$ cat src/rtl/rv32i_pkg.sv
// rtl/rv32i_pkg.sv - shared RV32I encodings, pc_unit state type and default PCs
package rv32i_pkg;

    // Branch funct3 encodings; 010 and 011 are not valid branches.
    localparam logic [2:0] F3_BEQ  = 3'b000;
    localparam logic [2:0] F3_BNE  = 3'b001;
    localparam logic [2:0] F3_BLT  = 3'b100;
    localparam logic [2:0] F3_BGE  = 3'b101;
    localparam logic [2:0] F3_BLTU = 3'b110;
    localparam logic [2:0] F3_BGEU = 3'b111;

    localparam logic [31:0] DEFAULT_RESET_PC = 32'h0000_0000;
    localparam logic [31:0] DEFAULT_TRAP_PC  = 32'h0000_0100;

    typedef enum logic [1:0] {
        ST_IDLE  = 2'd0,
        ST_FETCH = 2'd1,
        ST_EXEC  = 2'd2
    } pc_state_t;

endpackage

$ cat src/rtl/branch_resolve.sv
// rtl/branch_resolve.sv - branch condition decode from funct3 and comparator flags
module branch_resolve
    import rv32i_pkg::*;
(
    input  logic [2:0] funct3,
    input  logic       BrEq,
    input  logic       BrLT,
    output logic       br_cond,
    output logic       br_illegal
);

    // Signed and unsigned compares share BrLT; the comparator already picked the mode.
    always_comb begin
        br_cond    = 1'b0;
        br_illegal = 1'b0;
        case (funct3)
            F3_BEQ:            br_cond = BrEq;
            F3_BNE:            br_cond = ~BrEq;
            F3_BLT, F3_BLTU:   br_cond = BrLT;
            F3_BGE, F3_BGEU:   br_cond = ~BrLT;
            default:           br_illegal = 1'b1;
        endcase
    end

endmodule

$ cat src/rtl/pc_unit.sv
// rtl/pc_unit.sv - program counter, next-PC selection, fetch handshake and misalign trap
module pc_unit
    import rv32i_pkg::*;
#(
    parameter logic [31:0] RESET_PC = DEFAULT_RESET_PC,
    parameter logic [31:0] TRAP_PC  = DEFAULT_TRAP_PC
) (
    input  logic        clk,
    input  logic        rst,
    input  logic        if_ready,
    input  logic        exec_done,
    input  logic        stall,
    input  logic        is_branch,
    input  logic        is_jal,
    input  logic        is_jalr,
    input  logic [2:0]  funct3,
    input  logic        BrEq,
    input  logic        BrLT,
    input  logic [31:0] imm,
    input  logic [31:0] rs1_data,
    output logic [31:0] pc_out,
    output logic [31:0] pc_plus4,
    output logic        req_valid,
    output logic        taken,
    output logic        misalign,
    output logic        illegal_br,
    output logic [31:0] epc
);

    pc_state_t   state;
    logic        br_cond;
    logic        br_illegal;
    logic        branch_sel;
    logic        transfer;
    logic        bad_target;
    logic        commit;
    logic [31:0] jalr_target;
    logic [31:0] rel_target;
    logic [31:0] target;

    branch_resolve u_branch_resolve (
        .funct3     (funct3),
        .BrEq       (BrEq),
        .BrLT       (BrLT),
        .br_cond    (br_cond),
        .br_illegal (br_illegal)
    );

    assign pc_plus4    = pc_out + 32'd4;
    assign jalr_target = (rs1_data + imm) & 32'hFFFF_FFFE;
    assign rel_target  = pc_out + imm;
    assign req_valid   = (state == ST_FETCH);
    assign commit      = (state == ST_EXEC) && exec_done && !stall;

    // Next-PC select with jalr > jal > branch priority; only real transfers can trap.
    always_comb begin
        branch_sel = is_branch & ~is_jal & ~is_jalr;
        transfer   = is_jalr | is_jal | (branch_sel & br_cond);
        if (is_jalr)
            target = jalr_target;
        else if (transfer)
            target = rel_target;
        else
            target = pc_plus4;
        bad_target = transfer & target[1];
    end

    // FSM, PC/EPC registers and one-cycle status pulses.
    always_ff @(posedge clk) begin
        if (rst) begin
            state      <= ST_IDLE;
            pc_out     <= RESET_PC;
            epc        <= 32'h0;
            taken      <= 1'b0;
            misalign   <= 1'b0;
            illegal_br <= 1'b0;
        end else begin
            taken      <= 1'b0;
            misalign   <= 1'b0;
            illegal_br <= 1'b0;
            case (state)
                ST_IDLE:  state <= ST_FETCH;
                ST_FETCH: if (if_ready) state <= ST_EXEC;
                ST_EXEC: begin
                    if (commit) begin
                        state      <= ST_FETCH;
                        illegal_br <= branch_sel & br_illegal;
                        if (bad_target) begin
                            pc_out   <= TRAP_PC;
                            epc      <= pc_out;
                            misalign <= 1'b1;
                        end else begin
                            pc_out <= target;
                            taken  <= transfer;
                        end
                    end
                end
                default:  state <= ST_IDLE;
            endcase
        end
    end

endmodule

$ cat config.mk
export PLATFORM = sky130hd
export DESIGN_NAME = pc_unit
export DESIGN_NICKNAME = d
export VERILOG_FILES = /design/src/rtl/rv32i_pkg.sv /design/src/rtl/branch_resolve.sv /design/src/rtl/pc_unit.sv
export SDC_FILE = /design/constraint.sdc
export NUM_CORES = 1
export LEC_CHECK = 0
export ABC_CLOCK_PERIOD_IN_PS = 2700
export CAP_MARGIN = 20
export CORE_MARGIN = 2
export CORE_UTILIZATION = 50
export CTS_BUF_LIST = sky130_fd_sc_hd__clkbuf_8
export DETAILED_ROUTE_END_ITERATION = 6
export GPL_ROUTABILITY_DRIVEN = 1
export PLACE_DENSITY_LB_ADDON = 0.15
export SETUP_SLACK_MARGIN = 0.02
export SYNTH_ARGS = -nofsm -noshare
export SYNTH_HDL_FRONTEND = slang
export SYNTH_SLANG_ARGS = --single-unit
$ cat constraint.sdc
create_clock -name clk -period 2.7 [get_ports clk]
set_input_delay 0.27 -clock clk [delete_from_list [all_inputs] [get_ports clk]]
set_output_delay 0.27 -clock clk [all_outputs]
set_load 0.005 [all_outputs]
==> results of run 1 <==
==> logic make-up after synthesis <==
family                     Yosys count  synth area share
and+or+nand+nor                    366             0.253
buffers and inverters               54            0.0345
DFF                                 69             0.202
xor gates and xnor gates            71            0.0908
muxes                                6           0.00877
AOI/OAI and AO/OA                  296             0.292
adders and majority gates           64             0.119
==> placed cells by master, fill, tap and decap left out, types with 8 or more instances in the layout <==
master,synthesis,final
a21oi_1,108,98
ha_1,62,53
buf_4,2,207
a21oi_2,3,13
ha_4,0,9
and3_1,10,9
nand3_1,28,24
a211oi_1,15,11
xor2_1,30,28
xnor2_1,41,33
clkbuf_8,0,9
clkdlybuf4s50_1,0,148
a21o_1,23,23
inv_1,23,23
nand2b_1,11,11
dfxtp_1,69,61
o21ai_0,47,38
dlygate4sd2_1,0,12
nor2_2,1,8
nand4_1,11,11
nor3_1,16,15
nor2_1,78,69
xnor2_2,0,8
o21ai_1,4,11
nand2_1,160,159
==> state kept, by name, indices dropped and copies added, names as in the netlist <==
signal	cells
state	2
pc_out	32
illegal_br	1
misalign	1
taken	1
epc	32
==> power by group <==
part | leakage, uW | internal [uW] | switching (uW) | total (uW)
Sequential | 0.000561 | 1020 | 9.06 | 1030
Combinational | 0.00419 | 538 | 572 | 1110
Clock | 0.0000987 | 422 | 465 | 887
==> stage by stage <==
step	instance area [sq um]	hold slack (ps)	util	setup TNS [ps]
after floorplan	6850	418	-	0
after global placement	10100	442	0.760	-9410
after detailed placement	10100	448	0.760	-11720
after CTS	10600	357	0.801	-236
after global routing	11000	404	0.825	-450
final	11000	366	0.825	-44.4
==> area by class of cell <==
class / count / area [sq um] / area share
timing repair buffer: 389 / 3390 / 0.309
multi-input combinational: 803 / 5690 / 0.519
clock inverter: 7 / 66.3 / 0.00605
inverter: 23 / 86.3 / 0.00787
sequential: 69 / 1400 / 0.127
clock buffer: 9 / 124 / 0.0113
tap: 176 / 220 / 0.0201
==> worst register-to-register path, cell delays in order (launching register included) <==
cell and delay (ps):
dfxtp_4 400, ha_4 210, and2_4 170, a221oi_4 280, a211o_1 240, o211ai_2 140, o31ai_4 320, o21bai_2 170
a31oi_2 250, mux2i_2 310, nor2_1 70
==> timing repair <==
action                     in CTS  in global routing
cloned                          0                  0
setup endpoints to repair      34                 33
resized for setup              68                 74
pin swaps                      35                 43
buffers inserted               20                  7
==> final timing paths <==
kind	startpoint	to	slack (ps)
setup reg to reg	pc_out[3]	pc_out[25]	40
hold reg to reg	epc[10]	epc[10]	460
hold / removal	rst	pc_out[6]	370
setup / recovery	pc_out[3]	pc_plus4[22]	-40
==> metal layers <==
layer | global-route usage | up-vias | part of all wire
met4 | 0.156 | 0 | 0.039
met1 | 0.496 | 4177 | 0.40
li1 | - | 4110 | -
met3 | 0.0484 | 99 | 0.095
met5 | 0 | - | 0
met2 | 0.617 | 540 | 0.47
==> impl_summary.md, run 1 <==
GRT
The total overflow left after global routing is 0. Entering global routing, the biggest net connects 36 pins. The global routing usage summed across all routing layers is 0.376.

The first global-routing pass estimated 43400 microns of wire. The initial antenna violation count is 0. The via count of the first global-routing pass is 8417.

Drt
The number of DRC markers in iteration 0 is 924. The routed layout has 8926 vias. In this run the remaining antenna-violating nets after routing total 0.

After detailed routing, the number of remaining DRC violations is 0. The number of search-and-repair iterations in the first detailed-routing pass is 6. In the final routed layout, each cell accounts on average for 19.6 microns. The final layout contains routed wiring with a total length of 28900 microns. The via density per instance is 6.05.

Place
After detailed placement, the design holds a cell count of 1434. The routability-driven placement congestion ratio is 0.999. The setup slack at placement is -667 ps. The detailed placer's ending HPWL is 21500 microns. The count of input and output buffers is 176.

STA
The maximum achievable frequency is 0.364 GHz. Headroom to the max-slew limit came out at 0.596. The minimum clock period is 2740 ps.

For the final database, setup skew stands at 8.78 ps. After layout, the worst setup slack is -44.4 ps. The number of hold violations in the final report is 0. The number of pins with negative max-slew slack in the final report is 0. Setup repair after global routing could not meet its margin everywhere. At the pin with the least slew margin, the transition time is 605 ps. Dividing the final minimum period by the clock period gives 1.02.

Setup violations remaining at the end of the flow were counted as 1.

Floorplan
The initialized floorplan defines 42 standard-cell rows. The area of the core region is 13300 sq um. The initial utilization of the core area, before any placement, comes to 0.515. The vertical extent of the die is 121 microns. The full die area is 14700 sq um. Pin placement for this block handled 177 I/O pins. The width of the die is 121 microns.

Power and ir drop
The total leakage power is 0.00485 uW. After layout, the design draws a total of 3030 uW. The power density over the cells is 276 nW/um^2. VDD sags by at most 0.000310 V.

Setup path
Among cell families on the critical path, the largest total delay comes from simple AND/OR/NAND/NOR gates. The critical path start-end classification is reg -> out. The critical path required time is 2430 ps. Walking the worst path, the cells encountered are ha_4, nand3_2, or4_4, nor3_4, buf_4, buf_4, and4_4, xor2_1, buf_2. The largest individual stage delay along the critical path comes from the cell or4_4. The sort of element at the start of the critical path is a flip-flop. In this run the number of cells on the critical path is 9.

The worst setup path is captured at a primary output. The critical path data arrival time is 2470 ps. The critical path contains buffers and inverters numbering 3 combined. Along the worst path, the maximum fanout reaches 5. The cell with the most instances on the worst path is buf_4.

On the worst path, the slowest cell contributes a delay of 540 ps. Measured in cells, the most critical reg-to-reg path has a length of 10.

Outcome
The checks that failed: setup timing. The flow ran to the end, but the final reports show violations.

Synthesis
Of the post-synthesis cell area, the dominant cell type holds 0.202. During synthesis, Yosys emitted a total of 0 warnings. The number of flops mapped to enable cells by yosys is 0. The gate count after technology mapping is 926.

The flip-flop and latch count after synthesis is 69. The commonest cells after synthesis are 160 x nand2_1, 108 x a21oi_1, 78 x nor2_1. The mapped netlist covers 6850 sq um. The most common cell in the synthesized netlist is nand2_1. The most used flip-flop cell after synthesis is dfxtp_1. Synthesis instantiated 89 different standard cells from the library. The library cell with the largest summed area after synthesis is dfxtp_1.

By area the synthesized netlist is led by dfxtp_1 20%, ha_1 11%, nand2_1 8.8%, a21oi_1 7.9%, xnor2_1 5.2%. Counting every net in the synthesized netlist gives 1067. For this run, the register share of the synthesized area comes to 0.202. The average cell area after synthesis is 7.40 sq um. The share of synthesized flip-flops with an asynchronous set or reset is 0.

Clocking
TritonCTS created 9 clock buffers. The latest clock arrival within the worst-skew pair is 370 ps. The maximum level of the CTS H-tree is 3.

The clock transition at the registers of the reported paths is 80 ps. The CTS tree is done. The number of buffers between clock root and the deepest sink is 2. For this design, the sink count on the clock tree is 69. The cell at the root of the clock tree is clkbuf_8. For this design, the CTS-stage hold fixing added 0 buffers.

Run
The max-capacitance violation count is 0.

Layout
The net count of the finished layout is 1436. The share of post-route cells with drive strength above 1 is 0.266. The area growth from synthesis to layout is 60.1%. Excluding fillers, the count of instances in the completed layout stands at 1476.

The filler cells instantiated in the layout total 891. The diode insertion count for antenna repair is 0.

Worst hold path
The cell depth of the worst min-delay path is 2. The kind of path behind the tightest hold check is in -> reg.
No activity file was read; power rests on OpenSTA's default activity.
==> run 2, diff against run 1 <==
- ABC_CLOCK_PERIOD_IN_PS: 2700 -> 3050
- clock period: 2.7 -> 3.05 ns (I/O delays scaled with it)
==> run 2 against run 1 <==
Against the previous run:
- total power shrank 18%
- highest routed layer unchanged
- clock skew grew 7.7 ps
- critical endpoint is now pc_plus4[25]
- the flow now finishes without violations
- routed wire length shrank 11%
==> impl_summary.md, run 2 (synthesis gave the netlist of run 1 again) <==
STA
The actual slew at the worst max-slew pin is 775 ps (+170 ps). The number of hold violations in the final report is 0 (unchanged). The number of pins with negative max-slew slack in the final report is 0 (unchanged).

The remaining max-slew budget at the tightest pin is 0.483 (-0.113). The worst setup skew after layout is 16.5 ps (+7.69 ps). The minimum clock period is 2980 ps.

The fraction of the cycle the final worst path needs is 0.976. The final-layout setup total negative slack is 0 ps (+44.4 ps). Setup repair after global routing left no endpoint under its margin. The final setup violation count came to 0 (-1). Based on the critical path, the design can be clocked at up to 0.336 GHz.

Setup path
The critical path start-end classification is reg -> out. The critical path required time is 2740 ps (+310 ps). The length in cells of the worst reg-to-reg path is 11 (+1). The critical path data arrival time is 2670 ps (+200 ps). The worst register-to-register path ends at pc_out[31].

The signal on the critical path passes through nand3_1, nor2_1, buf_4, nand4_2, nor2_1, xor2_1, clkdlybuf4s50_1. The longest individual stage delay on the worst path is 560 ps (+20 ps). The register-to-register setup slack is 260 ps (+220 ps).

The most numerous cell type found on the critical path is nor2_1. The maximum fanout count along the critical path is 8 (+3). The startpoint identified for the worst register-to-register timing path is pc_out[9]. The worst setup path is captured at a primary output. The worst setup path is launched from a flip-flop.

The slowest stage cell on the critical path is clkdlybuf4s50_1.

Clocking
The number of buffers added to fix hold violations after cts is 0 (unchanged). The cell at the root of the clock tree is clkbuf_8. TritonCTS built the clock tree.

The maximum level of the CTS H-tree is 3 (unchanged). The clock transition at the registers of the reported paths is 90 ps (about the same). The sink count of the clock tree is 69 (unchanged).

The number of buffers between clock root and the deepest sink is 2 (unchanged). The latest clock arrival within the worst-skew pair was 380 ps (about the same). The number of buffers created by CTS came to 9 (unchanged).

Floorplan
The width of the die is 121 microns (unchanged). The full die area was 14700 sq um (unchanged). The number of ports placed on the die boundary is 177 (unchanged).

The area of the core region is 13300 sq um (unchanged). The vertical extent of the die came to 121 microns (unchanged). The initial core utilization came to 0.515 (unchanged). The number of placement rows is 42 (unchanged).

Power and ir drop
The net switching fraction of the power came to 0.359 (+0.0131). The total leakage power is 0.00406 uW (-16%). The share of power burned in combinational logic is 0.336 (-0.031). The worst voltage drop across the vdd grid is 0.000195 V (-37%).

The relative contribution of sequential cells to total power is 0.369 (+0.029). The total power after layout is 2480 uW (-18%). The clock network fraction of total power is 0.296 (+0.003). The cell internal power dissipation is 1590 uW (-20%).

The power density over the cells is 255 nW/um^2 (-7.8%). The net load switching power is 888 uW (-15%).

Place
The routability-driven placement congestion ratio came to 1.01 (+1.1%). The detailed placer's ending HPWL was 20300 microns (-5.7%). The count of input and output buffers was 176 (unchanged).

Layout
The diode insertion count for antenna repair is 0 (unchanged). The top cell types in the final layout, fill and taps aside, are 172 x clkdlybuf4s50_1, 160 x nand2_1, 107 x a21oi_1. The net count of the finished layout is 1325 (-7.7%).

The final standard cell utilization of the core was 0.732 (-0.0935). The area growth from synthesis to layout is 42.0%. The largest registers in the layout are epc (32), pc_out (32), state (2). The share of post-route cells with drive strength above 1 is 0.148 (-0.118). The library cell used most frequently in the layout, excluding fill and tap cells, is clkdlybuf4s50_1.

GRT
The via count of the first global-routing pass was 7723 (-8.2%). The first-pass GRT wire length is 39900 microns (-7.9%). The global routing usage summed across all routing layers came to 0.346 (-0.0302). The largest net degree at the start of global routing came to 37 (+2.8%).

The initial antenna violation count is 0 (unchanged). The total grt overflow is 0 (unchanged).

Worst hold path
The path class of the tightest hold or removal check is in -> reg. The launch point of the worst hold path is rst. The path with the worst hold slack has its endpoint at pc_out[3]. The cell depth of the worst min-delay path was 2 (unchanged).

Drt
The number of DRC markers in iteration 0 was 671 (-27%). The per-cell routed wire length is 18.8 microns (-3.8%). The number of search-and-repair iterations in the first detailed-routing pass is 5 (-1). The via density per instance is 6.06 (+0.28%). The routed wire length is 25700 microns (-11%). The remaining number of nets flagged by the antenna check after routing was 0 (unchanged).

The number of remaining DRC errors came to 0 (unchanged). The number of vias in the routed layout was 8278 (-7.3%).

Outcome
The flow ran to the end, and the final reports show no timing, DRC or antenna violations.

Run
The max-capacitance violation count is 0 (unchanged).
run 2: power groups by stage:
stage	registers [uW]	logic, uW	clock network, uW
floorplan	934	473	0
global placement	935	797	0
detailed placement	935	806	0
CTS	913	812	728
global route	914	901	769
finish	913	831	732
run 2: worst max-delay path by stage:
stage               cells after the start  slack, ps  startpoint            to
floorplan                              10        510   pc_out[4]    pc_out[29]
global placement                       12       -200      imm[2]    pc_out[28]
detailed placement                     12       -310      imm[1]    pc_out[30]
CTS                                     7         30   pc_out[2]  pc_plus4[30]
global route                            7         20   pc_out[2]  pc_plus4[18]
finish                                  7         70  pc_out[14]  pc_plus4[25]
run 2: layout make-up:
cell class / count / area [sq um]
clock buffer: 9 / 124
sequential: 69 / 1400
clock inverter: 7 / 51.3
tap: 176 / 220
fill: 1118 / 3570
timing repair buffer: 278 / 2540
multi-input combinational: 803 / 5300
inverter: 23 / 86.3
run 2: critical path: cells and delay by family, from the launching register on:
kind | cells | cell delay [ps]
buf+inv | 2 | 730
flops | 1 | 490
simple gates | 4 | 820
xor+xnor | 1 | 270
run 2: stage by stage:
stage	cells	instance area (sq um)	hold slack (ps)	setup slack (ps)
final	1365	9730	369	72.0
after global placement	1340	9410	442	-200
after global routing	1365	9730	385	16.9
after CTS	1361	9660	357	28.8
after floorplan	926	6850	453	508
after detailed placement	1340	9410	447	-305
run 2: repair_timing:
| action | in CTS | in global routing |
|---|---|---|
| cloned | 0 | 0 |
| resized for setup | 15 | 13 |
| hold endpoints to repair | 0 | 0 |
| setup buffers | 5 | 4 |
| pin swaps | 5 | 7 |
| endpoints found under the setup margin | 12 | 11 |
run 2: routing by layer:
layer,track usage,vias to the layer above,part of all wire
li1,-,3901,-
met1,0.456,3905,0.42
met2,0.569,407,0.46
met3,0.0498,65,0.082
met4,0.133,0,0.033
met5,0,-,0
==> variant: new RTL, flow settings as in run 2 <==
Re-encode `pc_state_t` (3 states) as one-hot, 3 bits wide.
--- a/src/rtl/rv32i_pkg.sv
+++ b/src/rtl/rv32i_pkg.sv
@@ -14,6 +14,6 @@
 
-    typedef enum logic [1:0] {
-        ST_IDLE  = 2'd0,
-        ST_FETCH = 2'd1,
-        ST_EXEC  = 2'd2
+    typedef enum logic [2:0] {
+        ST_IDLE  = 3'b001,
+        ST_FETCH = 3'b010,
+        ST_EXEC  = 3'b100
     } pc_state_t;
Check against the original RTL: no difference found for any inputs over 4 cycles, from zero or initial values and one cycle with rst high; so few cycles prove little.
==> variant against run 2 <==
Design area grew 5.0%. The run now ends with DRC left. Setup slack lost 13 ps. Sequential cell count grew 1. Critical path depth grew 1. Power grew 5.6%. Clock skew is essentially flat. Synthesized area grew 0.64%. Largest power group unchanged. Routed wire length grew 2.2%.
==> variant: results (changes against run 2) <==
Parameter                              Value

Status
  Result of the run    finished with violations
  Failing checks    DRC

GRT
  Vias in the first global route    7,910 (+2.4%)
  Maximum number of pins on one net before global-route repair    47 (+27%)
  Met3 routing resource usage after global routing    0.09868 (+0.04887)
  Global-route track usage on met1    0.4775 (+0.02191)

Routing
  Detailed-router iteration count before antenna repair    7 (+2)
  DRC errors left    1 (+1)
  Routed length on met3    2910 um (+39%)
  Detailed-route vias per instance    6.011 (-0.89%)
  Initial DRC count    983 (+46%)

Clock tree
  Number of instances resized during post-cts repair    11 (-4)
  Number of buffers inserted by post-CTS setup repair    0 (-5)

Finish
  Top Registers    epc x32, pc_out x32, state x3
  Share of post-route cells with drive strength above 1    0.1799 (+0.03188)

Power and ir drop
  Switching pwr    0.0008970 W (+0.98%)
  Comb pwr    0.000864 W (+4.0%)
  Worst vdd rail ir drop    0.2329 mV (+19%)
  Seq. pwr    0.000924 W (+1%)

Yosys
  Synth Area in Adders    0.1183 (-0.0007564)
  Synthesized area divided by synthesized cell count    7.326 um^2 (-0.96%)
  Cell types occupying the most area after synthesis    sky130_fd_sc_hd__dfxtp_1 (20%), sky130_fd_sc_hd__ha_1 (11%), sky130_fd_sc_hd__nand2_1 (8.3%), sky130_fd_sc_hd__a21oi_1 (7.5%), sky130_fd_sc_hd__xnor2_1 (5.6%)
  Commonest cells in the netlist    sky130_fd_sc_hd__nand2_1 (152), sky130_fd_sc_hd__a21oi_1 (104), sky130_fd_sc_hd__dfxtp_1 (70)
  Synth Area in XOR/XNOR    0.1004 (+0.009587)
  Sequential element share of the synthesized area    0.2033 (+0.001623)

Setup path
  Launching point of the worst reg2reg path    pc_out[1]$_SDFFE_PP0P_
  Cell family with most CP delay    buffers and inverters
  Worst EP arrival    2690 ps (+20 ps)
  Setup crit start    pc_out[11]$_SDFFE_PP0P_

Hold path
  Hold Path Sink    epc[16]$_SDFFE_PP0P_

STA
  Worst-case hold slack    279.1 ps (-89.87 ps)
  Worst Tran Pin Value    664.6 ps (-110.1 ps)
  Setup clock skew after layout    16.40 ps (-0.07480 ps)

Place
  Placed Instance Area    0.009743 mm^2 (+3.6%)
variant: changes by cell type after synthesis, sizes merged, moves of 5 or more:
cell,run 2,this run
xor2,30,35
o221ai,1,6
clkbuf,19,36
or3,4,12
nand2,160,152
nand2b,11,16
o211ai,8,13
and3,10,16
a21oi,112,104
a21o,24,29
nor2,80,57
a22oi,5,10
nand3b,5,0
variant: logic make-up (layout without fill, tap and decap cells):
logic type,after synthesis,count (layout)
compound gates,310,310
simple gates,340,340
mux,4,4
xor+xnor,79,79
flops,70,70
buf+inv,74,367
fa+ha+maj,64,64
variant: cell type report:
| class | count | area (um^2) | area share |
|---|---|---|---|
| Multi-Input combinational cell | 797 | 5370 | 0.5261 |
| Timing Repair Buffer | 325 | 2905 | 0.2846 |
| Sequential cell | 70 | 1413 | 0.1384 |
| Tap cell | 176 | 220.2 | 0.02157 |
| Clock buffer | 9 | 123.9 | 0.01214 |
| Inverter | 26 | 97.59 | 0.009561 |
| Clock inverter | 7 | 77.57 | 0.007600 |
